<file path="src/rtl/inst_issue_arbiter_pkg.sv">
// Shared types for the instruction issue arbiter: control bundles, FIFO slot
// payload and the issue state encoding.
package inst_issue_arbiter_pkg;

  localparam int unsigned INST_W  = 32;
  localparam int unsigned COUNT_W = 32;

  typedef struct packed {
    logic clk;
    logic rst;
  } global_t;

  typedef struct packed {
    logic flush;
  } local_t;

  typedef struct packed {
    logic              inst_en;
    logic [INST_W-1:0] inst;
  } inst_fifo_slot_t;

  typedef enum logic [1:0] {
    RUN   = 2'd0,
    HOLD  = 2'd1,
    FLUSH = 2'd2
  } issue_state_e;

endpackage

</file>
<file path="src/rtl/inst_issue_arbiter_if.sv">
// FIFO-side and FU-side signals of the issue arbiter; master is the arbiter.
interface inst_issue_arbiter_if #(
  parameter int unsigned NUM_Q = 4
);
  import inst_issue_arbiter_pkg::*;

  localparam int unsigned QID_W = (NUM_Q > 1) ? $clog2(NUM_Q) : 1;

  logic [NUM_Q-1:0]            q_empty;
  logic [NUM_Q-1:0]            q_ready;
  inst_fifo_slot_t [NUM_Q-1:0] q_top;
  logic [NUM_Q-1:0]            q_re;
  logic                        issue_valid;
  inst_fifo_slot_t             issue_slot;
  logic [QID_W-1:0]            issue_qid;
  logic                        fu_ready;

  modport master (
    input  q_empty, q_ready, q_top, fu_ready,
    output q_re, issue_valid, issue_slot, issue_qid
  );

  modport slave (
    output q_empty, q_ready, q_top, fu_ready,
    input  q_re, issue_valid, issue_slot, issue_qid
  );

endinterface

</file>
<file path="src/rtl/inst_issue_arbiter_rr_arbiter.sv">
// Round-robin picker with a forced-priority override (lowest forced index wins).
module rr_arbiter #(
  parameter int unsigned N = 4,
  localparam int unsigned IW = (N > 1) ? $clog2(N) : 1
) (
  input  logic [N-1:0]  req_i,
  input  logic [IW-1:0] ptr_i,
  input  logic [N-1:0]  force_i,
  output logic [N-1:0]  gnt_o,
  output logic [IW-1:0] gnt_id_o,
  output logic          any_o
);

  logic [N-1:0] forced;
  logic         found;
  int unsigned  idx;

  always_comb begin
    gnt_id_o = '0;
    found    = 1'b0;
    idx      = 0;
    forced   = req_i & force_i;
    if (|forced) begin
      for (int unsigned i = 0; i < N; i++) begin
        if (forced[IW'(i)] && !found) begin
          gnt_id_o = IW'(i);
          found    = 1'b1;
        end
      end
    end else begin
      // Search starts at the pointer and wraps.
      for (int unsigned k = 0; k < N; k++) begin
        idx = (32'(ptr_i) + k) % N;
        if (req_i[IW'(idx)] && !found) begin
          gnt_id_o = IW'(idx);
          found    = 1'b1;
        end
      end
    end
  end

  assign any_o = |req_i;
  assign gnt_o = any_o ? (N'(1) << gnt_id_o) : '0;

endmodule

</file>
<file path="src/rtl/inst_issue_arbiter.sv">
// Issues one eligible instruction-FIFO top slot per cycle into a registered
// valid/ready output stage; round robin with a starvation override.
module inst_issue_arbiter
  import inst_issue_arbiter_pkg::*;
#(
  parameter int unsigned NUM_Q        = 4,
  parameter int unsigned STARVE_LIMIT = 8
) (
  input  logic                 clk,
  input  logic                 rst,
  input  local_t               cntl_i,
  inst_issue_arbiter_if.master bus,
  output logic [COUNT_W-1:0]   issue_count_o
);

  localparam int unsigned QID_W = (NUM_Q > 1) ? $clog2(NUM_Q) : 1;
  localparam int unsigned SW    = $clog2(STARVE_LIMIT + 1);

  issue_state_e     state_q, state_d;
  logic [QID_W-1:0] ptr_q, ptr_d;
  logic [SW-1:0]    starve_q [NUM_Q];
  logic [SW-1:0]    starve_d [NUM_Q];
  logic             issue_valid_q, issue_valid_d;
  inst_fifo_slot_t  issue_slot_q, issue_slot_d;
  logic [QID_W-1:0] issue_qid_q, issue_qid_d;
  logic [COUNT_W-1:0] count_q, count_d;

  logic [NUM_Q-1:0] eligible, force_v, gnt, q_re_c;
  logic [QID_W-1:0] gnt_id;
  logic             any, slot_free, accept, pop, load;

  always_comb begin
    eligible = '0;
    force_v  = '0;
    for (int i = 0; i < NUM_Q; i++) begin
      eligible[i] = !bus.q_empty[i] & (bus.q_ready[i] | !bus.q_top[i].inst_en);
      force_v[i]  = (starve_q[i] == SW'(STARVE_LIMIT));
    end
  end

  rr_arbiter #(.N(NUM_Q)) u_rr (
    .req_i    (eligible),
    .ptr_i    (ptr_q),
    .force_i  (force_v),
    .gnt_o    (gnt),
    .gnt_id_o (gnt_id),
    .any_o    (any)
  );

  // HOLD may grant as soon as FU_Ready frees the slot, so restart has no bubble.
  always_comb begin
    slot_free = !issue_valid_q | bus.fu_ready;
    accept    = issue_valid_q & bus.fu_ready;
    pop       = any & slot_free & !cntl_i.flush & !rst & (state_q != FLUSH);
    load      = pop & bus.q_top[gnt_id].inst_en;
    q_re_c    = pop ? gnt : '0;
  end

  always_comb begin
    state_d       = state_q;
    ptr_d         = ptr_q;
    starve_d      = starve_q;
    issue_valid_d = issue_valid_q;
    issue_slot_d  = issue_slot_q;
    issue_qid_d   = issue_qid_q;
    count_d       = count_q;
    if (cntl_i.flush) begin
      state_d       = FLUSH;
      issue_valid_d = 1'b0;
      ptr_d         = '0;
      for (int i = 0; i < NUM_Q; i++) starve_d[i] = '0;
    end else begin
      case (state_q)
        RUN:     if (issue_valid_q && !bus.fu_ready) state_d = HOLD;
        HOLD:    if (bus.fu_ready) state_d = RUN;
        FLUSH:   state_d = RUN;
        default: state_d = RUN;
      endcase
      if (accept) count_d = count_q + COUNT_W'(1);
      if (load) begin
        issue_slot_d  = bus.q_top[gnt_id];
        issue_qid_d   = gnt_id;
        issue_valid_d = 1'b1;
      end else if (accept) begin
        issue_valid_d = 1'b0;
      end
      if (pop) ptr_d = QID_W'((32'(gnt_id) + 32'd1) % NUM_Q);
      for (int i = 0; i < NUM_Q; i++) begin
        if ((pop && gnt[i]) || !eligible[i]) begin
          starve_d[i] = '0;
        end else if (slot_free && (starve_q[i] != SW'(STARVE_LIMIT))) begin
          starve_d[i] = starve_q[i] + SW'(1);
        end
      end
    end
  end

  always_ff @(posedge clk) begin
    if (rst) begin
      state_q       <= RUN;
      ptr_q         <= '0;
      issue_valid_q <= 1'b0;
      issue_slot_q  <= '0;
      issue_qid_q   <= '0;
      count_q       <= '0;
      for (int i = 0; i < NUM_Q; i++) starve_q[i] <= '0;
    end else begin
      state_q       <= state_d;
      ptr_q         <= ptr_d;
      issue_valid_q <= issue_valid_d;
      issue_slot_q  <= issue_slot_d;
      issue_qid_q   <= issue_qid_d;
      count_q       <= count_d;
      starve_q      <= starve_d;
    end
  end

  assign bus.q_re        = q_re_c;
  assign bus.issue_valid = issue_valid_q;
  assign bus.issue_slot  = issue_slot_q;
  assign bus.issue_qid   = issue_qid_q;
  assign issue_count_o   = count_q;

endmodule

</file>
<file path="src/flat_wrapper.sv">
// flat-port wrapper written by rule: the top's interface ports become plain ports
module inst_issue_arbiter_flat import inst_issue_arbiter_pkg::*;
#(
  parameter int unsigned NUM_Q        = 4,
  parameter int unsigned STARVE_LIMIT = 8
)
  (clk, rst, cntl_i, issue_count_o, bus_q_empty, bus_q_ready, bus_q_top, bus_fu_ready, bus_q_re, bus_issue_valid, bus_issue_slot, bus_issue_qid);
  inst_issue_arbiter_if #(.NUM_Q(NUM_Q)) bus_i ();
  input  logic clk;
  input  logic rst;
  input  local_t cntl_i;
  output logic [COUNT_W-1:0] issue_count_o;
  input wire logic [$bits(bus_i.q_empty)-1:0] bus_q_empty;
  input wire logic [$bits(bus_i.q_ready)-1:0] bus_q_ready;
  input wire logic [$bits(bus_i.q_top)-1:0] bus_q_top;
  input wire logic [$bits(bus_i.fu_ready)-1:0] bus_fu_ready;
  output wire logic [$bits(bus_i.q_re)-1:0] bus_q_re;
  output wire logic [$bits(bus_i.issue_valid)-1:0] bus_issue_valid;
  output wire logic [$bits(bus_i.issue_slot)-1:0] bus_issue_slot;
  output wire logic [$bits(bus_i.issue_qid)-1:0] bus_issue_qid;
  assign bus_i.q_empty = bus_q_empty;
  assign bus_i.q_ready = bus_q_ready;
  assign bus_i.q_top = bus_q_top;
  assign bus_i.fu_ready = bus_fu_ready;
  assign bus_q_re = bus_i.q_re;
  assign bus_issue_valid = bus_i.issue_valid;
  assign bus_issue_slot = bus_i.issue_slot;
  assign bus_issue_qid = bus_i.issue_qid;
  inst_issue_arbiter #(.NUM_Q(NUM_Q), .STARVE_LIMIT(STARVE_LIMIT)) u_core (.clk(clk), .rst(rst), .cntl_i(cntl_i), .bus(bus_i), .issue_count_o(issue_count_o));
endmodule
</file>
<file path="config.mk">
export PLATFORM = sky130hd
export DESIGN_NAME = inst_issue_arbiter_flat
export DESIGN_NICKNAME = d
export VERILOG_FILES = /design/src/rtl/inst_issue_arbiter_pkg.sv /design/src/rtl/inst_issue_arbiter_if.sv /design/src/rtl/inst_issue_arbiter_rr_arbiter.sv /design/src/rtl/inst_issue_arbiter.sv /design/src/flat_wrapper.sv
export SDC_FILE = /design/constraint.sdc
export NUM_CORES = 1
export LEC_CHECK = 0
export ABC_AREA = 1
export CAP_MARGIN = 20
export CORE_ASPECT_RATIO = 1.4
export CORE_UTILIZATION = 50
export DETAILED_ROUTE_END_ITERATION = 10
export GPL_TIMING_DRIVEN = 1
export PLACE_DENSITY = 0.93
export SLEW_MARGIN = 0
export SYNTH_ARGS = -nofsm -noshare
export SYNTH_HDL_FRONTEND = slang
export SYNTH_SLANG_ARGS = --single-unit
</file>
<file path="constraint.sdc">
create_clock -name clk -period 4.8 [get_ports clk]
set_input_delay 1.2 -clock clk [delete_from_list [all_inputs] [get_ports clk]]
set_output_delay 1.2 -clock clk [all_outputs]
set_load 0.005 [all_outputs]
</file>
# Word level (Yosys, flattened, before mapping)
# Index checks and enable logic that the tools add are counted.
[op_classes]
n_addsub = 9
n_mul = 0
n_div = 0
order_cmp = 5
n_eq_ne = 14
shift = 1
n_mux = 38
n_bitwise = 17
n_reduce_logical = 54
[ops]
columns = ["operator", "n"]
rows = [
  ["binary-select mux 33 bit (select 2 bit)", 1],
  ["two-way mux 33 bit", 1],
  ["adder 32 x 1 -> 32 bit, second input constant", 1],
  ["logical NOT 1 bit", 22],
  ["two-way mux 2 bit", 10],
  ["two-way mux 1 bit", 19],
  ["adder 4 x 1 -> 4 bit, second input constant", 4],
  ["== test 4 bit, second input constant", 4],
  ["!= test 4 bit, second input constant", 4],
  ["logical AND 1 bit", 15],
  ["< comparator 2 x 3 -> 1 bit, second input constant", 5],
  ["OR reduction 3 bit", 4],
  ["bitwise AND 1 bit", 10],
  ["binary-select mux 1 bit (select 2 bit)", 4],
  ["two-way mux 4 bit", 2],
  ["AND reduction 2 bit", 4],
  ["OR reduction 4 bit", 2],
  ["OR 1 bit", 5],
  ["adder 2 x 1 -> 2 bit, second input constant", 2],
  ["adder 2 bit, second input constant", 2],
  ["bitwise AND 4 bit", 1],
  ["logical OR 1 bit", 4],
  ["!= test 2 bit, second input constant", 2],
  ["one-hot mux 2 bit (2 select lines)", 1],
  ["9 further kinds", 9],
]
[word_totals]
regBits = 88
latch_bits = 0
ramBits = 0
rom_bits = 0
in_bits = 144
out_inout_bits = 72
wordCells = 150
memories = 0

# Depth between registers and ports, before layout
[depth]
depth_word = 24
mapped_depth = 21
ltp_nobuf = 18

# Hierarchy
# A second synthesis with hierarchy kept.
[hier_totals]
cells_unflattened = 886
area_unflattened_um2 = 5413.9
[by_module_without_submodules]
columns = ["module", "n_inst", "cells_each", "area_each_um2", "seq_area_each_um2"]
rows = [
  ["inst_issue_arbiter", 1, 806, 5023.6, 1761.7],
  ["rr_arbiter", 1, 80, 390.4, 0.0],
]

# Least setup slack after synthesis
# No wires, ideal clock.
[synth_path]
path_kind = "input port to output port"
start = "input port bus_q_ready[1]"
end = "output port bus_q_re[0]"
t_arrival_ps = 2444
required_time_ps = 3600
setup_slack_ps = 1156
stages = 10
n_path_buf = 1
cell_sequence = "inv_1 a21oi_1 nand4_1 nand2_1 nor2_1 nand3_2 nand2_2 buf_2 nand2_1 inv_1"
[synth_via]
elab_chain_len = 21
elab_cells_between_ends = 49
classes_between = "shift (1); mux (28); bitwise (7); reduce/logical (13)"
[synth_lines]
columns = ["element", "line_no", "text"]
rows = [
  ["start, declared", "flat_wrapper.sv:14", "input wire logic [$bits(bus_i.q_ready)-1:0] bus_q_ready;"],
  ["OR 1 bit *", "inst_issue_arbiter.sv:36", "eligible[i] = !bus.q_empty[i] & (bus.q_ready[i] | !bus.q_top[i].inst_en);"],
  ["bitwise AND 1 bit *", "inst_issue_arbiter.sv:36", ""],
  ["binary-select mux 1 bit (select 2 bit)", "inst_issue_arbiter_rr_arbiter.sv:34", "if (req_i[IW'(idx)] && !found) begin"],
  ["two-way mux 1 bit (implied by the code)", "inst_issue_arbiter_rr_arbiter.sv:34", ""],
  ["two-way mux 1 bit", "inst_issue_arbiter_rr_arbiter.sv:34", ""],
  ["two-way mux 1 bit", "inst_issue_arbiter_rr_arbiter.sv:23", "if (|forced) begin"],
  ["logical NOT 1 bit", "inst_issue_arbiter_rr_arbiter.sv:34", ""],
  ["logical AND 1 bit", "inst_issue_arbiter_rr_arbiter.sv:34", ""],
  ["[5 not listed]", "n/a", ""],
  ["two-way mux 1 bit", "inst_issue_arbiter_rr_arbiter.sv:23", ""],
  ["logical NOT 1 bit", "inst_issue_arbiter_rr_arbiter.sv:34", ""],
  ["logical AND 1 bit", "inst_issue_arbiter_rr_arbiter.sv:34", ""],
  ["two-way mux 2 bit", "inst_issue_arbiter_rr_arbiter.sv:34", ""],
  ["two-way mux 2 bit", "inst_issue_arbiter_rr_arbiter.sv:23", ""],
  ["<< shifter 1 x 2 -> 4 bit", "inst_issue_arbiter_rr_arbiter.sv:43", "assign gnt_o = any_o ? (N'(1) << gnt_id_o) : '0;"],
  ["two-way mux 4 bit", "inst_issue_arbiter_rr_arbiter.sv:43", ""],
  ["two-way mux 4 bit *", "inst_issue_arbiter.sv:56", "q_re_c = pop ? gnt : '0;"],
  ["end, declared", "flat_wrapper.sv:17", "output wire logic [$bits(bus_i.q_re)-1:0] bus_q_re;"],
]
# Every way passes the cells marked *; elsewhere a longest branch is shown, timed or not. The select of a mux whose other input is x is not followed.

# Worst setup path in the final report
[layout_path]
start = "input port bus_q_top[32]"
end = "output port bus_q_re[3]"
[layout_via]
elab_chain_len = 22
elab_cells_between_ends = 53
classes_between = "shift (1); mux (30); bitwise (7); reduce/logical (15)"
[layout_lines]
columns = ["element", "line_no", "text"]
rows = [
  ["start, declared", "flat_wrapper.sv:15", "input wire logic [$bits(bus_i.q_top)-1:0] bus_q_top;"],
  ["logical NOT 1 bit *", "inst_issue_arbiter.sv:36", ""],
  ["OR 1 bit *", "inst_issue_arbiter.sv:36", ""],
  ["bitwise AND 1 bit *", "inst_issue_arbiter.sv:36", ""],
  ["binary-select mux 1 bit (select 2 bit)", "inst_issue_arbiter_rr_arbiter.sv:34", ""],
  ["two-way mux 1 bit (implied by the code)", "inst_issue_arbiter_rr_arbiter.sv:34", ""],
  ["two-way mux 1 bit", "inst_issue_arbiter_rr_arbiter.sv:34", ""],
  ["two-way mux 1 bit", "inst_issue_arbiter_rr_arbiter.sv:23", ""],
  ["logical NOT 1 bit", "inst_issue_arbiter_rr_arbiter.sv:34", ""],
  ["[6 not listed]", "n/a", ""],
  ["two-way mux 1 bit", "inst_issue_arbiter_rr_arbiter.sv:23", ""],
  ["logical NOT 1 bit", "inst_issue_arbiter_rr_arbiter.sv:34", ""],
  ["logical AND 1 bit", "inst_issue_arbiter_rr_arbiter.sv:34", ""],
  ["two-way mux 2 bit", "inst_issue_arbiter_rr_arbiter.sv:34", ""],
  ["two-way mux 2 bit", "inst_issue_arbiter_rr_arbiter.sv:23", ""],
  ["<< shifter 1 x 2 -> 4 bit", "inst_issue_arbiter_rr_arbiter.sv:43", ""],
  ["two-way mux 4 bit", "inst_issue_arbiter_rr_arbiter.sv:43", ""],
  ["two-way mux 4 bit *", "inst_issue_arbiter.sv:56", ""],
]
# Marked as above.

==> flow_results.org <==
** Yosys
- Number of nets in the synthesized netlist :: around 1,200
- Biggest area consumer among synthesized cells :: sky130_fd_sc_hd__dfxtp_1
- Each instance of the synthesized netlist takes up on average between 5 and 6 µm².
- The synthesized design devotes to its leading area cell type just under 30% of total area.
- Sequential element share of the synthesized area :: between 20% and 30%
- After synthesis, the share of flip-flops with an asynchronous set or reset is 0%.
- For this run, the leading register cell type out of synthesis is sky130_fd_sc_hd__dfxtp_1.
- For this run, the number of Yosys warnings is 0.
- Counting every instance in the synthesized netlist gives roughly 1,000.
- Post-synth EDFFs :: 0
- After synthesis the netlist holds a flip-flop and latch count of 88.
- After synthesis, the cell types taking the most area are sky130_fd_sc_hd__dfxtp_1, sky130_fd_sc_hd__nand2_1, sky130_fd_sc_hd__nand3_1, sky130_fd_sc_hd__inv_1, sky130_fd_sc_hd__nor2_1.
- Post-synth cell types :: 39
- Synthesized cell area :: between 6000 and 7000 µm²
- By instance count, the leading cell after synthesis is sky130_fd_sc_hd__nand2_1.
- The commonest cells after synthesis are sky130_fd_sc_hd__nand2_1, sky130_fd_sc_hd__nand3_1, sky130_fd_sc_hd__inv_1.

** Setup path
- The startpoint identified for the worst register-to-register timing path is u_core.ptr_q[0]$_SDFFE_PP0P_.
- STA classifies the critical path endpoint as a primary output.
- By startpoint and endpoint, the worst setup path is classified as in2out.
- The worst register-to-register path has a setup slack of 1.55 ns.
- STA puts the critical path data required time at between 3 and 4 ns.
- For the worst flop-to-flop path, the logic depth is 17.
- STA classifies the critical path startpoint as an input port.
- Crit Path Max Fanout :: 4
- Data arrives at the worst endpoint at between 3 and 4 ns.
- Critical R2R Capture :: u_core.bus.issue_slot[18]$_SDFFE_PP0P_

** Timing
- Final setup violation count :: 0
- Setup repair after global routing left no endpoint under its margin.
- Final Max Tran Viols :: 0
- The hold violation total from the final report was 0.
- The clock period could shrink to 4.60 ns.
- Of the available clock period, the critical path in the final layout requires a little over nine tenths.
- Worst clock skew :: approximately 0.0069 ns
- Worst rel slew slack :: between 30% and 40%
- For the final routed database, the setup TNS stands at 0 ns.
- Slew at the pin closest to its max-slew limit :: between 0.9 and 1 ns
- Max Fclk :: about 220 MHz

** GRT
- Busiest grt layer :: met2
- Global routing met3 resource utilization :: 4.94%
- M1 GR Usage :: around a third
- Global routing finished with a remaining overflow of 0.
- Initial antenna violation count :: 0
- Pin count of the biggest net entering global routing :: 67
- The first global-routing pass estimated between 30,000 and 40,000 µm of wire.
- The number of global-route vias before repair was 6,685.
- Global routing used between 30% and 40% of the available tracks.
- For met2 alone, demand over resource in global routing was between 50 and 60%.

** Clock network
- H-tree levels :: 3
- TritonCTS built the clock tree.
- After clock tree synthesis, the clock-pin slew on the worst setup and hold paths is ~0.070 ns.
- Master cell of the clock root buffer :: sky130_fd_sc_hd__clkbuf_16
- Clock Latency Late Sink :: 0.34 ns
- Maximum root-to-sink buffer count :: 2
- The tree built by TritonCTS fans out to between 80 and 90 sinks.
- Counting the buffers created by CTS gives 9.
- In this run, post-CTS hold repair placed 0 buffers.

** Worst hold path
- In this run the most critical hold path is launched from u_core.state_q[1]$_SDFFE_PP0P_.
- End of the worst hold path :: u_core.state_q[0]$_SDFFE_PP0P_
- Depth of the worst hold-timing path :: 1
- The path class of the tightest hold or removal check is reg2reg.

** Run
- Across the run, the number of max-cap violations was 0.

** Detailed routing
- The first TritonRoute pass finished after 7 iterations.
- Detailed routing inserted a total of 7,145 vias.
- Dividing the detail-routed wire length by the instance count gives between 10 and 15 µm.
- In this run the remaining antenna-violating nets after routing total 0.
- After detailed routing, the total wire length is 19,400 µm.
- In the routed design, unresolved DRC markers number 0.
- In the routed layout, each cell is associated on average with a via count of between 5 and 6.
- Initial DRC Count :: between 400 and 500

** Power
- Maximum vdd drop :: between 0.2 and 0.25 mV
- Register share of total power :: a little under two fifths
- Logic gate share of total power :: 30.6%
- Of the total power, the clock network draws 32.5%.
- Net switching share of the total power :: 32.2%
- In this run the power spent charging and discharging nets is just under 0.0007 W.
- In this run the static leakage power is 4.08 nW.
- Internal Power :: about 0.0014 W
- For this design the ratio of total power to cell area is ~250 nW/µm².

** Layout
- Relative to the synthesized area, the layout overhead comes to 41.3%.
- 0 antenna diodes ended up in the layout.
- Final standard cell utilization of the core :: between 70 and 80%
- Fraction of layout instances using a drive strength above 1 :: roughly 6.0%
- Count of filler cells inserted in the layout :: between 900 and 1,000
- Final net count :: between 1,000 and 1,500

** Floorplan
- Die Outline Area :: 12,600 µm²
- Starting density of the core :: roughly half
- For this design the top-level I/O count stands at approximately 220.
- Num rows :: 47
- The total area inside the core boundary comes to ~12,000 µm².
- Measured along the y axis, the die boundary spans about 130 µm.
- Measured along the x axis, the die boundary spans roughly 95 µm.

** Placement
- After legalization and detailed placement, the total HPWL measured 13,900 µm.
- Placer congestion estimate :: ~0.90
- Buffers placed on the I/O ports in this run total between 200 and 250.

** Status
- Result of the run :: completed
state kept, by name (all words and copies together) (netlist names):
register,flops
u_core.bus.issue_slot,33
u_core.ptr_q,2
u_core.state_q,2
u_core.bus.issue_valid,1
u_core.issue_count_o,32
u_core.bus.issue_qid,2
u_core.starve_q,16
worst max-delay path by stage:
stage | from | depth (start not counted) | endpoint
floorplan | bus_q_ready[1] | 10 | bus_q_re[0]
global placement | bus_q_ready[2] | 14 | bus_q_re[2]
detailed placement | bus_q_ready[2] | 14 | bus_q_re[3]
CTS | bus_q_ready[2] | 14 | bus_q_re[3]
global route | bus_q_top[32] | 16 | bus_q_re[3]
finish | bus_q_top[32] | 16 | bus_q_re[3]
metal layers:
metal  wire length [µm]  up-vias
met4                754        0
met2              10100      280
met5                  0        -
met3               1350       51
met1               7130     3223
li1                   -     3591
worst max-delay path: stages:
cell,delay [ns]
sky130_fd_sc_hd__clkdlybuf4s50_1,0.50
sky130_fd_sc_hd__nand2_1,0.08
sky130_fd_sc_hd__nand3_1,0.09
sky130_fd_sc_hd__nand3_1,0.09
sky130_fd_sc_hd__nand2_2,0.12
sky130_fd_sc_hd__nand2_2,0.07
sky130_fd_sc_hd__nor2_4,0.13
sky130_fd_sc_hd__nand2_1,0.07
sky130_fd_sc_hd__nand2_2,0.08
sky130_fd_sc_hd__nor2_4,0.05
sky130_fd_sc_hd__nor2_8,0.12
sky130_fd_sc_hd__inv_2,0.06
sky130_fd_sc_hd__nor2_1,0.08
sky130_fd_sc_hd__nand2_1,0.09
sky130_fd_sc_hd__inv_1,0.07
sky130_fd_sc_hd__clkdlybuf4s50_1,0.50
logic make-up after synthesis:
| group | count (synthesis) | share of synthesized area [%] |
|---|---|---|
| buffers and inverters | 225 | 15.2 |
| AOI/OAI and AO/OA | 88 | 8.17 |
| DFF | 88 | 28.9 |
| and+or+nand+nor | 596 | 43.9 |
| xor gates and xnor gates | 14 | 2.01 |
| adders and majority gates | 9 | 1.85 |
final cells by class:
cell class / count / area [µm²] / share of cell area [%]
Clock buffer: 10 / 239 / 2.78
Clock inverter: 6 / 50.0 / 0.581
Inverter: 174 / 658 / 7.64
Multi-Input combinational cell: 707 / 3430 / 39.8
Sequential cell: 88 / 1760 / 20.5
Tap cell: 147 / 184 / 2.14
Timing Repair Buffer: 230 / 2290 / 26.6
cells in the final DEF, fill, tap and decap left out, types with 2 or more instances in the layout:
master / instances
sky130_fd_sc_hd__nor4_1: 2
sky130_fd_sc_hd__o21ai_0: 15
sky130_fd_sc_hd__nor3_1: 11
sky130_fd_sc_hd__xor2_1: 9
sky130_fd_sc_hd__buf_4: 14
sky130_fd_sc_hd__dfxtp_1: 88
sky130_fd_sc_hd__dlymetal6s2s_1: 4
sky130_fd_sc_hd__a21oi_2: 12
sky130_fd_sc_hd__clkbuf_16: 9
sky130_fd_sc_hd__nor3b_1: 3
sky130_fd_sc_hd__nand2_1: 257
sky130_fd_sc_hd__nor2_4: 3
sky130_fd_sc_hd__nand3_1: 192
sky130_fd_sc_hd__nand4_1: 18
sky130_fd_sc_hd__nand3b_1: 2
sky130_fd_sc_hd__a31oi_1: 4
sky130_fd_sc_hd__inv_2: 5
sky130_fd_sc_hd__ha_1: 9
sky130_fd_sc_hd__clkdlybuf4s50_1: 211
sky130_fd_sc_hd__xnor2_1: 5
sky130_fd_sc_hd__nand3_2: 4
sky130_fd_sc_hd__a21oi_1: 50
sky130_fd_sc_hd__nor2_1: 88
sky130_fd_sc_hd__inv_6: 4
sky130_fd_sc_hd__nand2_2: 11
sky130_fd_sc_hd__inv_1: 168
timing repair:
action | 4_1_cts | 5_1_grt
setup buffers | 0 | 0
endpoints found under the setup margin | 0 | 4
resized for setup | 0 | 11
stage by stage:
step / instance area [µm²] / hold slack, ns / setup WS, ns / instances / power (W)
floorplan: 6090 / 0.403 / 1.16 / 1020 / 0.00117
global placement: 8290 / 0.428 / 0.152 / 1346 / 0.00143
detailed placement: 8290 / 0.434 / 0.0443 / 1346 / 0.00144
CTS: 8580 / 0.459 / 0.0451 / 1362 / 0.00212
global route: 8610 / 0.477 / 0.0227 / 1362 / 0.00222
finish: 8610 / 0.458 / 0.202 / 1362 / 0.00211
power groups by stage:
stage          clock network, W  logic, W  registers [W]
6_report               0.000687  0.000648       0.000778
3_5_place_dp                  0  0.000643       0.000794
3_3_place_gp                  0  0.000633       0.000793
5_1_grt                0.000725  0.000715       0.000781
2_1_floorplan                 0  0.000373       0.000793
4_1_cts                0.000698  0.000647       0.000778
Power figures use the tool's default switching activity.
